[config.mk]
export PLATFORM = sky130hd
export DESIGN_NAME = som_neighbor_gen_flat
export DESIGN_NICKNAME = d
export VERILOG_FILES = /design/src/rtl/som_pkg.sv /design/src/rtl/som_neighbor_gen_if.sv /design/src/rtl/som_level_calc.sv /design/src/rtl/som_neighbor_gen.sv /design/src/flat_wrapper.sv
export SDC_FILE = /design/constraint.sdc
export NUM_CORES = 1
export LEC_CHECK = 0
export CAP_MARGIN = 20
export CORE_UTILIZATION = 55
export CTS_BUF_LIST = sky130_fd_sc_hd__clkbuf_8
export CTS_CLUSTER_SIZE = 16
export DETAILED_ROUTE_END_ITERATION = 10
export HOLD_SLACK_MARGIN = 0.05
export PLACE_DENSITY = 0.76
export RECOVER_POWER = 25
export SLEW_MARGIN = 10
export SYNTH_ARGS = -nofsm -noshare
export SYNTH_HDL_FRONTEND = slang
export SYNTH_SLANG_ARGS = --single-unit
[constraint.sdc]
create_clock -name clk -period 15.4 [get_ports clk]
set_clock_uncertainty 0.15 [all_clocks]
set_input_delay 3.08 -clock clk [delete_from_list [all_inputs] [get_ports clk]]
set_output_delay 3.08 -clock clk [all_outputs]
set_load 0.02 [all_outputs]
[src/rtl/som_pkg.sv]
// Shared definitions for the SOM neighbourhood generator: level codes and sweep FSM states.
package som_pkg;

  localparam logic [1:0] LVL_WIN  = 2'b00;
  localparam logic [1:0] LVL_NEAR = 2'b01;
  localparam logic [1:0] LVL_MID  = 2'b10;
  localparam logic [1:0] LVL_FAR  = 2'b11;

  typedef enum logic {
    IDLE  = 1'b0,
    SWEEP = 1'b1
  } state_t;

endpackage

[src/rtl/som_neighbor_gen_if.sv]
// Winner-in / row-out link of the neighbourhood generator; slave is the generator's view.
interface som_neighbor_gen_if #(
  parameter int MAP_W   = 8,
  parameter int COORD_W = 3,
  parameter int RAD_W   = 3
);
  logic                 start;
  logic [COORD_W-1:0]   win_x;
  logic [COORD_W-1:0]   win_y;
  logic                 epoch_clr;
  logic                 in_ready;
  logic                 out_valid;
  logic                 out_ready;
  logic [COORD_W-1:0]   out_row;
  logic [2*MAP_W-1:0]   out_sel;
  logic                 out_last;
  logic [RAD_W-1:0]     radius;

  modport slave (
    input  start, win_x, win_y, epoch_clr, out_ready,
    output in_ready, out_valid, out_row, out_sel, out_last, radius
  );

  modport master (
    output start, win_x, win_y, epoch_clr, out_ready,
    input  in_ready, out_valid, out_row, out_sel, out_last, radius
  );
endinterface

[src/rtl/som_level_calc.sv]
// Combinational level code for one map cell from its Chebyshev distance to the winner.
module som_level_calc
  import som_pkg::*;
#(
  parameter int COORD_W = 3,
  parameter int RAD_W   = 3
) (
  input  logic [COORD_W-1:0] row,
  input  logic [COORD_W-1:0] col,
  input  logic [COORD_W-1:0] win_x,
  input  logic [COORD_W-1:0] win_y,
  input  logic [RAD_W-1:0]   rs,
  output logic [1:0]         level
);
  localparam int CW = COORD_W + 1;
  localparam int RW = RAD_W + 1;
  localparam int W  = (CW > RW) ? CW : RW;

  logic [CW-1:0] dx;
  logic [CW-1:0] dy;
  logic [CW-1:0] d;
  logic [W-1:0]  d_w;
  logic [W-1:0]  rs_w;
  logic [W-1:0]  rs2_w;

  always_comb begin
    dx    = (row >= win_x) ? (CW'(row) - CW'(win_x)) : (CW'(win_x) - CW'(row));
    dy    = (col >= win_y) ? (CW'(col) - CW'(win_y)) : (CW'(win_y) - CW'(col));
    d     = (dx > dy) ? dx : dy;
    d_w   = W'(d);
    rs_w  = W'(rs);
    // 2*Rs formed one bit wider than the radius so the doubled value cannot wrap
    rs2_w = W'({rs, 1'b0});
    level = LVL_FAR;
    if (d_w == '0)
      level = LVL_WIN;
    else if (d_w <= rs_w)
      level = LVL_NEAR;
    else if (d_w <= rs2_w)
      level = LVL_MID;
  end
endmodule

[src/rtl/som_neighbor_gen.sv]
// Sweeps all map rows for a latched winner, emitting packed per-column levels, with decaying radius.
module som_neighbor_gen
  import som_pkg::*;
#(
  parameter int MAP_W     = 8,
  parameter int MAP_H     = 8,
  parameter int COORD_W   = 3,
  parameter int RAD_W     = 3,
  parameter int R_INIT    = 1,
  parameter int R_MIN     = 1,
  parameter int EPOCH_LEN = 16
) (
  input  logic               clk,
  input  logic               rst,
  som_neighbor_gen_if.slave  bus
);
  localparam int CNT_W = (EPOCH_LEN > 1) ? $clog2(EPOCH_LEN + 1) : 1;
  localparam logic [COORD_W-1:0] LAST_ROW = COORD_W'(MAP_H - 1);
  localparam logic [RAD_W-1:0]   RAD_INIT = RAD_W'(R_INIT);
  localparam logic [RAD_W-1:0]   RAD_MIN  = RAD_W'(R_MIN);
  localparam logic [CNT_W-1:0]   CNT_TOP  = CNT_W'(EPOCH_LEN - 1);

  state_t             state;
  logic [CNT_W-1:0]   win_cnt;
  logic [COORD_W-1:0] wx_q;
  logic [COORD_W-1:0] wy_q;
  logic [RAD_W-1:0]   rs_q;

  logic               accept;
  logic               hs;
  logic               last_hs;
  logic [RAD_W-1:0]   acc_rs;
  logic [COORD_W-1:0] calc_row;
  logic [COORD_W-1:0] calc_x;
  logic [COORD_W-1:0] calc_y;
  logic [RAD_W-1:0]   calc_rs;
  logic [1:0]         lvl [MAP_W];
  logic [2*MAP_W-1:0] sel_next;

  always_comb begin
    accept   = (state == IDLE) && bus.start;
    hs       = bus.out_valid && bus.out_ready;
    last_hs  = hs && bus.out_last;
    acc_rs   = bus.epoch_clr ? RAD_INIT : bus.radius;
    // In IDLE the level bank evaluates row 0 of the incoming winner so it registers on acceptance
    calc_row = (state == IDLE) ? '0 : bus.out_row + 1'b1;
    calc_x   = (state == IDLE) ? bus.win_x : wx_q;
    calc_y   = (state == IDLE) ? bus.win_y : wy_q;
    calc_rs  = (state == IDLE) ? acc_rs : rs_q;
  end

  for (genvar j = 0; j < MAP_W; j++) begin : g_col
    som_level_calc #(
      .COORD_W (COORD_W),
      .RAD_W   (RAD_W)
    ) u_level (
      .row   (calc_row),
      .col   (COORD_W'(j)),
      .win_x (calc_x),
      .win_y (calc_y),
      .rs    (calc_rs),
      .level (lvl[j])
    );
    assign sel_next[2*(MAP_W-1-j) +: 2] = lvl[j];
  end

  // Winner latch: data path, no reset needed
  always_ff @(posedge clk) begin
    if (accept) begin
      wx_q <= bus.win_x;
      wy_q <= bus.win_y;
      rs_q <= acc_rs;
    end
  end

  always_ff @(posedge clk) begin
    if (rst) begin
      state         <= IDLE;
      bus.in_ready  <= 1'b1;
      bus.out_valid <= 1'b0;
      bus.out_row   <= '0;
      bus.out_sel   <= '0;
      bus.out_last  <= 1'b0;
      bus.radius    <= RAD_INIT;
      win_cnt       <= '0;
    end else begin
      // epoch_clr overrides any decay step landing in the same cycle
      if (bus.epoch_clr) begin
        bus.radius <= RAD_INIT;
        win_cnt    <= '0;
      end else if (last_hs) begin
        if (win_cnt == CNT_TOP) begin
          win_cnt <= '0;
          if (bus.radius > RAD_MIN)
            bus.radius <= bus.radius - 1'b1;
        end else begin
          win_cnt <= win_cnt + 1'b1;
        end
      end

      case (state)
        IDLE: begin
          if (accept) begin
            state         <= SWEEP;
            bus.in_ready  <= 1'b0;
            bus.out_valid <= 1'b1;
            bus.out_row   <= calc_row;
            bus.out_sel   <= sel_next;
            bus.out_last  <= (calc_row == LAST_ROW);
          end
        end
        SWEEP: begin
          if (hs) begin
            if (bus.out_last) begin
              state         <= IDLE;
              bus.in_ready  <= 1'b1;
              bus.out_valid <= 1'b0;
              bus.out_last  <= 1'b0;
            end else begin
              bus.out_row  <= calc_row;
              bus.out_sel  <= sel_next;
              bus.out_last <= (calc_row == LAST_ROW);
            end
          end
        end
        default: state <= IDLE;
      endcase
    end
  end
endmodule

[src/flat_wrapper.sv]
// flat-port wrapper written by rule: the top's interface ports become plain ports
module som_neighbor_gen_flat import som_pkg::*;
#(
  parameter int MAP_W     = 8,
  parameter int MAP_H     = 8,
  parameter int COORD_W   = 3,
  parameter int RAD_W     = 3,
  parameter int R_INIT    = 1,
  parameter int R_MIN     = 1,
  parameter int EPOCH_LEN = 16
)
  (clk, rst, bus_start, bus_win_x, bus_win_y, bus_epoch_clr, bus_out_ready, bus_in_ready, bus_out_valid, bus_out_row, bus_out_sel, bus_out_last, bus_radius);
  som_neighbor_gen_if #(.MAP_W(MAP_W), .COORD_W(COORD_W), .RAD_W(RAD_W)) bus_i ();
  input  logic clk;
  input  logic rst;
  input wire logic [$bits(bus_i.start)-1:0] bus_start;
  input wire logic [$bits(bus_i.win_x)-1:0] bus_win_x;
  input wire logic [$bits(bus_i.win_y)-1:0] bus_win_y;
  input wire logic [$bits(bus_i.epoch_clr)-1:0] bus_epoch_clr;
  input wire logic [$bits(bus_i.out_ready)-1:0] bus_out_ready;
  output wire logic [$bits(bus_i.in_ready)-1:0] bus_in_ready;
  output wire logic [$bits(bus_i.out_valid)-1:0] bus_out_valid;
  output wire logic [$bits(bus_i.out_row)-1:0] bus_out_row;
  output wire logic [$bits(bus_i.out_sel)-1:0] bus_out_sel;
  output wire logic [$bits(bus_i.out_last)-1:0] bus_out_last;
  output wire logic [$bits(bus_i.radius)-1:0] bus_radius;
  assign bus_i.start = bus_start;
  assign bus_i.win_x = bus_win_x;
  assign bus_i.win_y = bus_win_y;
  assign bus_i.epoch_clr = bus_epoch_clr;
  assign bus_i.out_ready = bus_out_ready;
  assign bus_in_ready = bus_i.in_ready;
  assign bus_out_valid = bus_i.out_valid;
  assign bus_out_row = bus_i.out_row;
  assign bus_out_sel = bus_i.out_sel;
  assign bus_out_last = bus_i.out_last;
  assign bus_radius = bus_i.radius;
  som_neighbor_gen #(.MAP_W(MAP_W), .MAP_H(MAP_H), .COORD_W(COORD_W), .RAD_W(RAD_W), .R_INIT(R_INIT), .R_MIN(R_MIN), .EPOCH_LEN(EPOCH_LEN)) u_core (.clk(clk), .rst(rst), .bus(bus_i));
endmodule
# Word level (Yosys, flattened, before mapping)
# Index checks and enable logic that the tools add are counted.
# classes
n_lt_le_gt_ge	34
reduce_logical	16
bitwise	1
mux	71
eq_ne	6
addsub	20
# ops
op	n
4-bit two-way mux	17
16-bit two-way mux	3
4-bit > comparator	8
4-bit by 3-bit less-or-equal comparator with 1-bit output	8
4-bit less-or-equal comparator	8
4-bit zero test	8
2-bit two-way mux	16
16-bit one-hot mux with 2 select lines	1
3-bit two-way mux	8
1-bit two-way mux	20
3-bit by 3-bit subtractor with 4-bit output, first input constant	4
3-bit by 3-bit subtractor with 4-bit output, second input constant	4
3-bit greater-or-equal comparator, first input constant	4
3-bit AND reduction	3
1-bit one-hot mux with 2 select lines	4
1-bit by 3-bit subtractor with 4-bit output, first input constant	2
2-bit by 3-bit subtractor with 4-bit output, first input constant	2
3-bit by 2-bit subtractor with 4-bit output, second input constant	2
3-bit by 3-bit subtractor with 4-bit output	2
1-bit by 3-bit greater-or-equal comparator with 1-bit output, first input constant	2
2-bit by 3-bit greater-or-equal comparator with 1-bit output, first input constant	2
3-bit one-hot mux with 2 select lines	1
5-bit by 1-bit adder with 5-bit output, second input constant	1
5-bit by 4-bit equality test with 1-bit output, second input constant	1
13 further kinds	17
# word_totals
register_bits	40
in_bits	11
word_cells	159
output_inout_bits	25

# Depth between registers and ports, before layout
# depth
ltp_word	13
mapped_depth	27
mapped_depth_nobuf	25

# Cells and area by module
# A second synthesis with hierarchy kept.
# hier_totals
cells_unflattened	1145
hier_area_um2	9412.8
# by_module_without_submodules
module	area_per_inst_um2	cells_per_inst	seq_area_each_um2	instances
som_level_calc (u_core.g_col[0].u_level ...)	952.2	122	0.0	4
som_level_calc (u_core.g_col[3].u_level ...)	942.2	117	0.0	3
som_neighbor_gen	1843.0	184	890.9	1
som_level_calc (u_core.g_col[7].u_level)	934.6	122	0.0	1

# Worst setup path before layout
# Ideal clock, no wire load.
# synth_path
path_type	in2reg
startpoint	input port bus_win_x[0]
endpoint	register u_core.bus.out_sel[15]
n_path_buf	0
setup_time_ns	0.070
setup_slack_ns	8.034
t_arrival_ns	7.146
t_required_ns	15.180
cell_stages	20
path_cell_list	mux2i_1 -> inv_1 -> ha_1 -> fa_1 -> inv_1 -> fa_1 -> a31o_2 -> nand2_1 -> nand2_1 -> inv_1 -> ha_1 -> a211oi_1 -> o21ai_0 -> a21oi_2 -> a21oi_1 -> ha_1 -> inv_1 -> o311a_1 -> or3_1 -> a21oi_1
# synth_via
elab_chain_len	11
word_cells_on_any_way	15
classes_between	add/sub (2); order compare (3); mux (9); reduce/logical (1)
# synth_rtl
item	line_no	text
from (decl)	flat_wrapper.sv:17	input wire logic [$bits(bus_i.win_x)-1:0] bus_win_x;
3-bit two-way mux (*)	som_neighbor_gen.sv:47	calc_x = (state == IDLE) ? bus.win_x : wx_q;
3-bit by 3-bit subtractor with 4-bit output / 3-bit greater-or-equal comparator (equally long branches)	som_level_calc.sv:27	dx = (row >= win_x) ? (CW'(row) - CW'(win_x)) : (CW'(win_x) - CW'(row));
4-bit two-way mux (*)	som_level_calc.sv:27	
4-bit > comparator	som_level_calc.sv:29	d = (dx > dy) ? dx : dy;
4-bit two-way mux (*)	som_level_calc.sv:29	
4-bit by 3-bit less-or-equal comparator with 1-bit output	som_level_calc.sv:37	else if (d_w <= rs_w)
2-bit two-way mux	som_level_calc.sv:37	
2-bit two-way mux (*)	som_level_calc.sv:35	if (d_w == '0)
16-bit two-way mux	som_neighbor_gen.sv:114	if (bus.out_last) begin
16-bit two-way mux	som_neighbor_gen.sv:113	if (hs) begin
16-bit one-hot mux with 2 select lines (*)	som_neighbor_gen.sv:101	case (state)
to (signal assigned)	som_neighbor_gen.sv:108	bus.out_sel <= sel_next;
to (signal assigned)	som_neighbor_gen.sv:121	bus.out_sel <= sel_next;
to (decl)	som_neighbor_gen_if.sv:21	output in_ready, out_valid, out_row, out_sel, out_last, radius
# Mark *: on every way between the ends. The rest lies on a longest branch, timed or not. The select of a mux whose other input is x is not followed.
# A chain may end at the register's enable or synchronous reset.

# Worst setup path in the final report
# Ends and elaborated chain as after synthesis.

==> results_dict.tcl <==
set metrics [dict create \
    status "finished clean" \
    slowest_delay_ns 0.55 \
    htree_levels 2 \
    top_usage_layer "met2" \
    cts.hold.buffers_added 0 \
    post_cts_buffers 0 \
    coreArea_um2 7810 \
    gp_congestion 0.908 \
    clock_sinks 40 \
    setup_ws_ns 7.03 \
    ir_drop_v 0.0000621 \
    hold_viol 0 \
    synthCells 533 \
    root_buffer "clkbuf_8" \
    path_cells "dlygate4sd3_1, mux2i_1, inv_1, ha_1, fa_1, inv_1, fa_1, nand2_1, o21a_1, inv_1, ha_1, a211oi_1, o21ai_0, a21oi_2, a21oi_1, ha_1, inv_1, o311a_1, or3_1, a21oi_1" \
    yosysUniqueCellTypes 55 \
    setup_violations 0 \
    cp_top_family "compound AO/OA/AOI/OAI gates" \
    multiInputGateArea_um2 3320 \
    drc_errors 0 \
    met2_usage 0.448 \
    cts_resized 0 \
    grt_pass1_vias 4084 \
    syn_area_um2 4490 \
    nNetsFinal 678 \
    syn_to_final_growth_pct 12.8 \
    powerDensity_nw_per_um2 119 \
    use_met1 0.309 \
    synth_ff_type "dfxtp_1" \
    ys_seq_area_frac 0.198 \
    cts_tree "built" \
    antenna_found_initial 0 \
    start_util 0.575 \
    grt_usage 0.254 \
    final_area_um2 5060 \
    cp.arrival_ns 8.43 \
    slowest_stage "dlygate4sd3_1" \
    regArea_um2 891 \
    end_kind "flip-flop" \
    finalCritPeriodShare 0.544 \
    cp_max_fo 12 \
    slew_headroom 0.316 \
    critPathKind "input pin to flip-flop" \
    hold_path.class "flip-flop to flip-flop" \
    critPathBufInv 5 \
    p_leak_nw 2.35 \
    max_freq_mhz 119 \
    final-max-slew-violation-count 0 \
    use_met3 0.0337 \
    drive_gt1_frac 0.0614 \
    place_ws_ns 6.92 \
    worstPathRequired_ns 15.46 \
    crit_top_cell "inv_1" \
    post_dp_cell_area_um2 4950 \
    cap_viol_max_count 0 \
    rows 32 \
    final.setup.tns_ns 0 \
    drt-wirelength-per-cell_um 15.3 \
    clk_latency_ns 0.30 \
    avgViaCountPerCell 5.96 \
    async_reset_ff_frac 0 \
    syn_area_per_cell_um2 8.43 \
    overflow 0 \
    ant_nets 0 \
    fillers 673 \
    dpl.hpwl_um 7950 \
    cts-buffers-inserted 5 \
    firstDrtPassIters 4 \
    yosysWarnings 0 \
    syn_nets 642 \
    clockBufferDepth 2 \
    grt_pass1_wl_um 17800 \
    min_period_ns 8.37 \
    ys_ff_latch 40 \
    worstMarginPinSlew_ns 1.02 \
    dr_total_vias 4004 \
    die-width_um 92.4 \
    io_pins 36 \
    fp.dieArea_um2 8530 \
    setup.worst_path.start_class "input pin" \
    die_y_um 92.4 \
    synth-edff-count 9 \
    antenna_cells 0 \
    grt_max_degree 27 \
    drt_iter0_markers 160 \
    rsz0062_at_grt "false" \
    io_buffers 35 \
    path_clk_slew_ns 0.08 \
    routed_wl_um 10300 \
]
-- cell usage in the layout, fill, tap and decap left out, types with 3 or more instances in the layout --
cell type / n
inv_1: 62
nor2_1: 38
dfxtp_1: 31
a22oi_1: 3
nand2_1: 43
nand4_1: 5
mux2i_1: 30
nand3_1: 13
nand2b_1: 6
o21ai_0: 21
a21o_1: 10
fa_1: 3
edfxtp_1: 9
xor2_1: 3
o21a_1: 15
mux2_2: 7
a31oi_1: 5
clkbuf_8: 5
clkdlybuf4s50_1: 27
a41oi_1: 11
dlygate4sd3_1: 8
o21bai_1: 3
o21ai_1: 5
nor2b_1: 13
or2_2: 4
a211oi_1: 6
o41ai_1: 3
buf_4: 4
a32oi_1: 3
ha_1: 95
a21oi_1: 40
-- final cells by class --
cell class,count,share of cell area
well taps,102,0.0252
flip-flops and latches,40,0.176
repair buffers,39,0.0751
multi-input cells,420,0.655
clock buffers,5,0.0136
inverters,63,0.0467
clock inverters,3,0.00840
-- sequential cells by signal, indices dropped and copies added, names as in the netlist, 3 cells and up --
| register | count |
|---|---|
| u_core.bus.radius | 3 |
| u_core.wy_q | 3 |
| u_core.win_cnt | 5 |
| u_core.rs_q | 3 |
| u_core.wx_q | 3 |
| u_core.bus.out_sel | 16 |
| u_core.bus.out_row | 3 |
-- routing by layer --
metal,vias to the layer above,wire [um],part of all wire
li1,2006,-,-
met3,17,415,0.040
met4,0,184,0.018
met2,87,5110,0.50
met5,-,0,0
met1,1894,4570,0.44
-- Yosys cell counts (all sizes together), types with 2 or more instances --
cell type  instances  area share
nor2              38       0.032
o21a              15       0.025
nand2b             6      0.0084
clkbuf             9      0.0075
nand3             13       0.014
xor2               3      0.0059
nand2             43       0.036
mux2i             33       0.078
o41ai              3      0.0059
a2bb2oi            2      0.0039
edfxtp             9       0.060
nor2b             13       0.018
a21oi             43       0.052
or2                4      0.0056
a41oi             11       0.021
fa                 3       0.013
or3                2      0.0039
mux2               7       0.018
nor3               3      0.0045
dfxtp             31        0.14
a31oi              5      0.0070
inv               62       0.052
a31o               2      0.0039
nand4              5      0.0070
a22oi              3      0.0050
o211a              2      0.0045
o21ai             26       0.029
o2111ai            2      0.0039
a311oi             2      0.0039
a211oi             6       0.010
a32oi              3      0.0059
and3               2      0.0028
ha                95        0.26
a21o              10       0.017
o21bai             3      0.0050
o31ai              2      0.0033
-- power breakdown --
group	switching, W	leakage [nW]	total [W]	internal, W
Sequential	0.00000744	0.337	0.000127	0.000119
Combinational	0.000214	1.96	0.000387	0.000173
Clock	0.0000393	0.0541	0.0000872	0.0000480
Total	0.000261	2.35	0.000602	0.000341
-- per-stage QoR --
| stage | cells | total power, W | util | hold WS, ns |
|---|---|---|---|---|
| 2_1_floorplan | 533 | 0.000422 | - | 0.260 |
| 3_3_place_gp | 664 | 0.000494 | 0.634 | 0.280 |
| 3_5_place_dp | 664 | 0.000514 | 0.634 | 0.275 |
| 4_1_cts | 672 | 0.000603 | 0.649 | 0.287 |
| 5_1_grt | 672 | 0.000662 | 0.649 | 0.322 |
| 6_report | 672 | 0.000602 | 0.649 | 0.291 |
-- worst min-delay path, stage by stage (launching register included) --
cell and delay [ns]:
dfxtp_1 0.32, nand2_1 0.05, a41oi_1 0.03
-- cell families after synthesis --
group / count (synthesis) / synth area share
muxes: 40 / 0.0956
and+or+nand+nor: 134 / 0.141
adders and majority gates: 98 / 0.278
DFF: 40 / 0.198
buffers and inverters: 73 / 0.0627
AOI/OAI and AO/OA: 144 / 0.216
xor gates and xnor gates: 4 / 0.00780
-- path summary, 6_finish.rpt --
kind                                   from                             endpoint  slack [ns]  depth (start not counted)
min reg2reg  u_core.win_cnt[4]$_SDFFE_PP0P_       u_core.win_cnt[4]$_SDFFE_PP0P_        0.29                          2
max                            bus_win_x[0]  u_core.bus.out_sel[15]$_SDFFE_PP0P_        7.03                         20
max reg2reg         u_core.state$_SDFF_PP0_  u_core.bus.out_sel[15]$_SDFFE_PP0P_        9.31                         19
min          u_core.win_cnt[4]$_SDFFE_PP0P_       u_core.win_cnt[4]$_SDFFE_PP0P_        0.29                          2
Note: power is estimated with default switching activity, not from simulation.
